`config.mk`:
```
export PLATFORM = sky130hd
export DESIGN_NAME = uart_dbg_parser_flat
export DESIGN_NICKNAME = d
export VERILOG_FILES = /design/src/rtl/uart_dbg_parser_if.sv /design/src/rtl/uart_dbg_parser.sv /design/src/flat_wrapper.sv
export SDC_FILE = /design/constraint.sdc
export NUM_CORES = 1
export LEC_CHECK = 0
export CORE_MARGIN = 4
export CORE_UTILIZATION = 53
export CTS_BUF_LIST = sky130_fd_sc_hd__clkbuf_4 sky130_fd_sc_hd__clkbuf_8 sky130_fd_sc_hd__clkbuf_16
export DETAILED_ROUTE_END_ITERATION = 7
export DONT_BUFFER_PORTS = 1
export GPL_ROUTABILITY_DRIVEN = 0
export PLACE_DENSITY = 0.66
export SLEW_MARGIN = 15
export SYNTH_ARGS = -nofsm -noshare
export SYNTH_HDL_FRONTEND = slang
export SYNTH_SLANG_ARGS = --single-unit
```
`constraint.sdc`:
```
create_clock -name dbgclk -period 3.6 [get_ports dbgclk]
set_input_delay 0.36 -clock dbgclk [delete_from_list [all_inputs] [get_ports dbgclk]]
set_output_delay 0.36 -clock dbgclk [all_outputs]
set_load 0.005 [all_outputs]
```
`src/rtl/uart_dbg_parser_if.sv`:
```
// Byte-in / register-write-out link between the UART receiver, the debug
// packet parser and the debug register file write port.
interface uart_dbg_parser_if;
  logic [7:0]  rxdata;
  logic        rxvalid;
  logic        busy;
  logic [4:0]  dbgsel;
  logic [31:0] dbgin;
  logic        dbgwriteen;
  logic        pktdone;
  logic        pkterr;

  // Byte source side (UART receiver or bench)
  modport master (
    output rxdata, rxvalid,
    input  busy, dbgsel, dbgin, dbgwriteen, pktdone, pkterr
  );

  // Parser side
  modport slave (
    input  rxdata, rxvalid,
    output busy, dbgsel, dbgin, dbgwriteen, pktdone, pkterr
  );
endinterface

```
`src/rtl/uart_dbg_parser.sv`:
```
// Debug-dump packet parser: "P" then hex fields each ended by ',' then newline.
// Every completed field becomes one registered write strobe into the debug
// register file; framing errors pulse pkterr and discard to the next newline or 'P'.
module uart_dbg_parser #(
  parameter int unsigned NFIELDS  = 31,
  parameter logic [4:0]  FIRSTREG = 5'd1
) (
  input  logic             dbgclk,
  input  logic             rst,
  uart_dbg_parser_if.slave dbg
);

  localparam logic [7:0] CH_P  = 8'h50;
  localparam logic [7:0] CH_CM = 8'h2C;
  localparam logic [7:0] CH_LF = 8'h0A;
  localparam logic [7:0] CH_CR = 8'h0D;
  localparam logic [5:0] NFLD_MAX = 6'(NFIELDS);

  typedef enum logic [1:0] {
    S_IDLE,
    S_FIELD,
    S_DISCARD
  } state_e;

  state_e      state_q, state_d;
  logic [31:0] acc_q, acc_d;
  logic [3:0]  ndig_q, ndig_d;
  logic [5:0]  nfld_q, nfld_d;
  logic [4:0]  idx_q, idx_d;
  logic        busy_q, busy_d;
  logic [4:0]  sel_q, sel_d;
  logic [31:0] din_q, din_d;
  logic        we_q, we_d;
  logic        done_q, done_d;
  logic        err_q, err_d;

  logic        is_hex;
  logic [3:0]  nib;
  logic        start;
  logic        fail;
  logic        commit;
  logic        fld_full;

  // Hex digit decode of the incoming byte (upper and lower case letters)
  always_comb begin
    is_hex = 1'b0;
    nib    = 4'd0;
    if (dbg.rxdata >= 8'h30 && dbg.rxdata <= 8'h39) begin
      is_hex = 1'b1;
      nib    = dbg.rxdata[3:0];
    end else if ((dbg.rxdata >= 8'h41 && dbg.rxdata <= 8'h46) ||
                 (dbg.rxdata >= 8'h61 && dbg.rxdata <= 8'h66)) begin
      is_hex = 1'b1;
      nib    = dbg.rxdata[3:0] + 4'd9;
    end
  end

  assign fld_full = (nfld_q >= NFLD_MAX);

  // Next-state and output decode; byte classification sets start/fail/commit
  // flags which are then applied once, so restart and error have one home each.
  always_comb begin
    state_d = state_q;
    acc_d   = acc_q;
    ndig_d  = ndig_q;
    nfld_d  = nfld_q;
    idx_d   = idx_q;
    busy_d  = busy_q;
    sel_d   = sel_q;
    din_d   = din_q;
    we_d    = 1'b0;
    done_d  = 1'b0;
    err_d   = 1'b0;
    start   = 1'b0;
    fail    = 1'b0;
    commit  = 1'b0;

    if (dbg.rxvalid) begin
      unique case (state_q)
        S_IDLE: begin
          if (dbg.rxdata == CH_P) start = 1'b1;
        end
        S_FIELD: begin
          if (dbg.rxdata == CH_P) begin
            start = 1'b1;
          end else if (is_hex) begin
            if (ndig_q == 4'd8) begin
              fail = 1'b1;
            end else begin
              acc_d  = {acc_q[27:0], nib};
              ndig_d = ndig_q + 4'd1;
            end
          end else if (dbg.rxdata == CH_CM) begin
            if (ndig_q == 4'd0 || fld_full) fail   = 1'b1;
            else                            commit = 1'b1;
          end else if (dbg.rxdata == CH_LF) begin
            if (ndig_q != 4'd0 && fld_full) begin
              fail = 1'b1;
            end else begin
              commit  = (ndig_q != 4'd0);
              done_d  = 1'b1;
              busy_d  = 1'b0;
              state_d = S_IDLE;
            end
          end else if (dbg.rxdata != CH_CR) begin
            fail = 1'b1;
          end
        end
        S_DISCARD: begin
          if (dbg.rxdata == CH_P)       start   = 1'b1;
          else if (dbg.rxdata == CH_LF) state_d = S_IDLE;
        end
        default: state_d = S_IDLE;
      endcase
    end

    if (commit) begin
      we_d   = 1'b1;
      sel_d  = idx_q;
      din_d  = acc_q;
      idx_d  = idx_q + 5'd1;
      nfld_d = nfld_q + 6'd1;
      acc_d  = '0;
      ndig_d = '0;
    end

    if (start) begin
      state_d = S_FIELD;
      busy_d  = 1'b1;
      acc_d   = '0;
      ndig_d  = '0;
      nfld_d  = '0;
      idx_d   = FIRSTREG;
    end

    if (fail) begin
      state_d = S_DISCARD;
      err_d   = 1'b1;
      busy_d  = 1'b0;
    end
  end

  // State and output registers, cleared asynchronously
  always_ff @(posedge dbgclk or posedge rst) begin
    if (rst) begin
      state_q <= S_IDLE;
      acc_q   <= '0;
      ndig_q  <= '0;
      nfld_q  <= '0;
      idx_q   <= FIRSTREG;
      busy_q  <= 1'b0;
      sel_q   <= FIRSTREG;
      din_q   <= '0;
      we_q    <= 1'b0;
      done_q  <= 1'b0;
      err_q   <= 1'b0;
    end else begin
      state_q <= state_d;
      acc_q   <= acc_d;
      ndig_q  <= ndig_d;
      nfld_q  <= nfld_d;
      idx_q   <= idx_d;
      busy_q  <= busy_d;
      sel_q   <= sel_d;
      din_q   <= din_d;
      we_q    <= we_d;
      done_q  <= done_d;
      err_q   <= err_d;
    end
  end

  assign dbg.busy       = busy_q;
  assign dbg.dbgsel     = sel_q;
  assign dbg.dbgin      = din_q;
  assign dbg.dbgwriteen = we_q;
  assign dbg.pktdone    = done_q;
  assign dbg.pkterr     = err_q;

endmodule
```
`src/flat_wrapper.sv`:
```
// flat-port wrapper written by rule: the top's interface ports become plain ports
module uart_dbg_parser_flat 
#(
  parameter int unsigned NFIELDS  = 31,
  parameter logic [4:0]  FIRSTREG = 5'd1
)
  (dbgclk, rst, dbg_rxdata, dbg_rxvalid, dbg_busy, dbg_dbgsel, dbg_dbgin, dbg_dbgwriteen, dbg_pktdone, dbg_pkterr);
  uart_dbg_parser_if dbg_i ();
  input  logic dbgclk;
  input  logic rst;
  input wire logic [$bits(dbg_i.rxdata)-1:0] dbg_rxdata;
  input wire logic [$bits(dbg_i.rxvalid)-1:0] dbg_rxvalid;
  output wire logic [$bits(dbg_i.busy)-1:0] dbg_busy;
  output wire logic [$bits(dbg_i.dbgsel)-1:0] dbg_dbgsel;
  output wire logic [$bits(dbg_i.dbgin)-1:0] dbg_dbgin;
  output wire logic [$bits(dbg_i.dbgwriteen)-1:0] dbg_dbgwriteen;
  output wire logic [$bits(dbg_i.pktdone)-1:0] dbg_pktdone;
  output wire logic [$bits(dbg_i.pkterr)-1:0] dbg_pkterr;
  assign dbg_i.rxdata = dbg_rxdata;
  assign dbg_i.rxvalid = dbg_rxvalid;
  assign dbg_busy = dbg_i.busy;
  assign dbg_dbgsel = dbg_i.dbgsel;
  assign dbg_dbgin = dbg_i.dbgin;
  assign dbg_dbgwriteen = dbg_i.dbgwriteen;
  assign dbg_pktdone = dbg_i.pktdone;
  assign dbg_pkterr = dbg_i.pkterr;
  uart_dbg_parser #(.NFIELDS(NFIELDS), .FIRSTREG(FIRSTREG)) u_core (.dbgclk(dbgclk), .rst(rst), .dbg(dbg_i));
endmodule
```
==> metrics.txt <==
# fillers 640; core area 7250 µm²; CTS Buf Count 9; part of the power in registers 0.549; status finished clean; Buffers on Ports 0; critical-path maximum fanout 20; Max clock buf depth 2; H-tree levels 3; post-place setup slack 0.953 ns; Setup WS post-layout 1.00 ns; postcts setup bufs 0; Post-synth ARST share 1.00; final number of setup-violating endpoints 0; synthesized flop and latch total 90; met2 usage 0.288; critical path endpoint category flop; Yosys top cell area share 0.556; Worst EP required 3.90 ns; Hold Crit Depth 1; Placed Area 3990 µm²; net count after synthesis 390; Fmax achieved 0.385 GHz; die area 8910 µm²; setup total negative slack 0 ns; largest net degree at the start of global routing 58; Crit Reg-Reg Endpoint u_core.acc_q[8]; Avg Inst Size Synth 10.7 µm²; Die X 94.4 µm; ANT cells 0; clock-pin slew on the worst setup and hold paths 0.09 ns; Mapped Area 3960 µm²; yosys warns 0; Final Hold Fails 0; Routed Antenna Nets 0; arrival time worst endpoint 2.90 ns; Pwr Density 481 nW/µm²; Hold WC Path Type in -> reg; GRT met1 Usage 0.262; Avg Vias per Cell 5.53; CTS root buf clkbuf_8; crit-path leading delay family compound AO/OA/AOI/OAI gates; clock share of power 0.355; GRT busiest layer met2; drt wl/cell 15.8 µm; Logic pwr share 0.097; Die Ht 94.4 µm; # rows 31; slowest CP cell o21a_1; worst slew pin tran 0.725 ns; Sw Ratio 0.261; Buf/Inv on CP 2; nets 389; Synth cell types 53; Seq/Total Area, Yosys 0.570; Gate Count Post-Synth 370; Initial DRC Count 81; layout cells sized above 1 0.0989; drt drc 0; PostCTS Resize Cnt 0; startpoint types flop; M3 GR Usage 0.0430; net switching power 0.528 mW; worst r2r src u_core.ndig_q[0]; max-slew violations 0; Detailed Routing Iterations Pass 1 4; crit path cell chain inv_1 -> ha_1 -> nor3b_1 -> a2111oi_4 -> nor3_1 -> o21a_1 -> buf_4 -> a22o_1; VDD IR max 0.278 mV; CP Class reg -> reg; R2R depth 8; P_int 1.49 mW; Post-synth EDFFs 0; max_slew headroom 0.517; total grt overflow 0; first-pass GRT wire length 13.3 mm; I/O Pins 52; max_cap viols 0; Post-synth top flop dfrtp_1; via count 2,618; post-synth top area cell dfrtp_1; RSZ-0062 raised after global routing no; Area Overhead vs Synth 6.35%; hold buffer count at cts 1; Final Critical Period 2.60 ns; Skew-Pair Late Insertion Delay 0.36 ns; initial antenna violation count 0; final instance area 4210 µm²; Final period util 0.721; top post-synthesis cells by area dfrtp_1 56%, nand2_1 12%, a22o_1 6.6%, ha_1 2.8%, buf_6 2.0%; Min-Delay Startpoint dbg_rxvalid; CTS tree done; Starting Density 0.546; GRT Total Usage 0.189; delay of the slowest critical-path stage 0.61 ns; clk sinks 90; R2R setup slack 1.00 ns; Worst Skew 0.00948 ns; Leakage 2.16 nW; hold endpoint u_core.state_q[0]; vias in the first global route 2,640; dpl hpwl 5.03 mm; routed wire length 7.50 mm
-- power by group through the flow --
stage | Sequential [mW] | Combinational, mW | Clock, mW
detailed placement | 1.13 | 0.194 | 0
global placement | 1.13 | 0.188 | 0
finish | 1.11 | 0.195 | 0.718
CTS | 1.11 | 0.197 | 0.736
floorplan | 1.12 | 0.163 | 0
global route | 1.12 | 0.222 | 0.780
-- worst max-delay path by stage --
stage,from,cells past startpoint,slack (ns),to
after floorplan,rst,1,0.91,u_core.acc_q[0]
after global placement,dbg_rxdata[1],8,0.97,u_core.acc_q[29]
after detailed placement,dbg_rxdata[1],8,0.95,u_core.acc_q[8]
after CTS,u_core.ndig_q[0],8,0.99,u_core.acc_q[8]
after global routing,u_core.ndig_q[0],8,0.83,u_core.acc_q[13]
final,u_core.ndig_q[0],8,1.00,u_core.acc_q[8]
-- layout by cell type, fill, tap and decap left out, drive strengths merged, types with 2 or more instances in the layout --
cell type / netlist / layout
o21ai: 6 / 6
nand3: 8 / 8
or3b: 2 / 2
nor3: 5 / 5
inv: 9 / 9
nor3b: 2 / 2
or3: 2 / 2
or4b: 2 / 2
a211oi: 3 / 3
a21oi: 6 / 6
nor4: 3 / 3
ha: 9 / 9
and3: 6 / 6
clkbuf: 4 / 10
nor4b: 2 / 2
mux2i: 2 / 2
buf: 14 / 5
a21o: 3 / 3
a2111oi: 2 / 2
o21bai: 2 / 2
xor2: 3 / 3
a41oi: 2 / 2
dfstp: 2 / 2
nor2b: 2 / 2
clkinv: 0 / 3
mux2: 3 / 3
dfrtp: 88 / 88
xnor2: 4 / 4
a22o: 30 / 30
nand2: 122 / 122
nor2: 9 / 9
clkinvlp: 0 / 2
-- logic make-up (layout without fill, tap and decap cells) --
logic type      after synthesis  after routing  share of synthesized area
flops                        90             90                      0.570
simple gates                169            169                      0.194
mux                           5              5                     0.0136
fa+ha+maj                     9              9                     0.0285
compound gates               63             63                      0.137
buf+inv                      27             31                     0.0420
xor+xnor                      7              7                     0.0155
-- synth_stat cells, types with 6 or more instances --
library cell  instances
nand2_1             122
nor2_1                9
nand3_1               8
ha_1                  9
o21ai_0               6
inv_1                 8
a22o_1               30
a21oi_1               6
buf_6                 7
dfrtp_1              88
and3_1                6
-- per-layer routing --
metal  part of all wire  wire (µm)  vias up
met5                  0          0        -
met4              0.016        122        0
met3              0.039        291        9
met2               0.47       3510       44
met1               0.48       3580     1290
li1                   -          -     1275
-- per-stage QoR --
stage | hold slack (ns) | power (mW) | utilization | std cells
4_1_cts | 0.152 | 2.04 | 0.580 | 473
3_5_place_dp | 0.321 | 1.32 | 0.550 | 456
5_1_grt | 0.160 | 2.12 | 0.580 | 473
2_1_floorplan | 0.439 | 1.28 | - | 370
3_3_place_gp | 0.313 | 1.31 | 0.550 | 456
6_report | 0.149 | 2.02 | 0.580 | 473
-- cell type report --
cell class	count	area [µm²]	share of cell area
well taps	99	124	0.0294
repair buffers	6	47.5	0.0113
flip-flops and latches	90	2250	0.536
clock inverters	6	73.8	0.0175
multi-input cells	253	1540	0.365
inverters	9	35.0	0.00832
clock buffers	10	138	0.0327
-- flip-flops by register name (all words and copies together) (netlist names) --
signal                 count
u_core.acc_q              32
u_core.dbg.dbgin          32
u_core.nfld_q              6
u_core.dbg.dbgsel          5
u_core.idx_q               5
u_core.ndig_q              4
u_core.state_q             2
u_core.dbg.busy            1
u_core.dbg.dbgwriteen      1
u_core.dbg.pktdone         1
u_core.dbg.pkterr          1
Power figures use the tool's default switching activity.
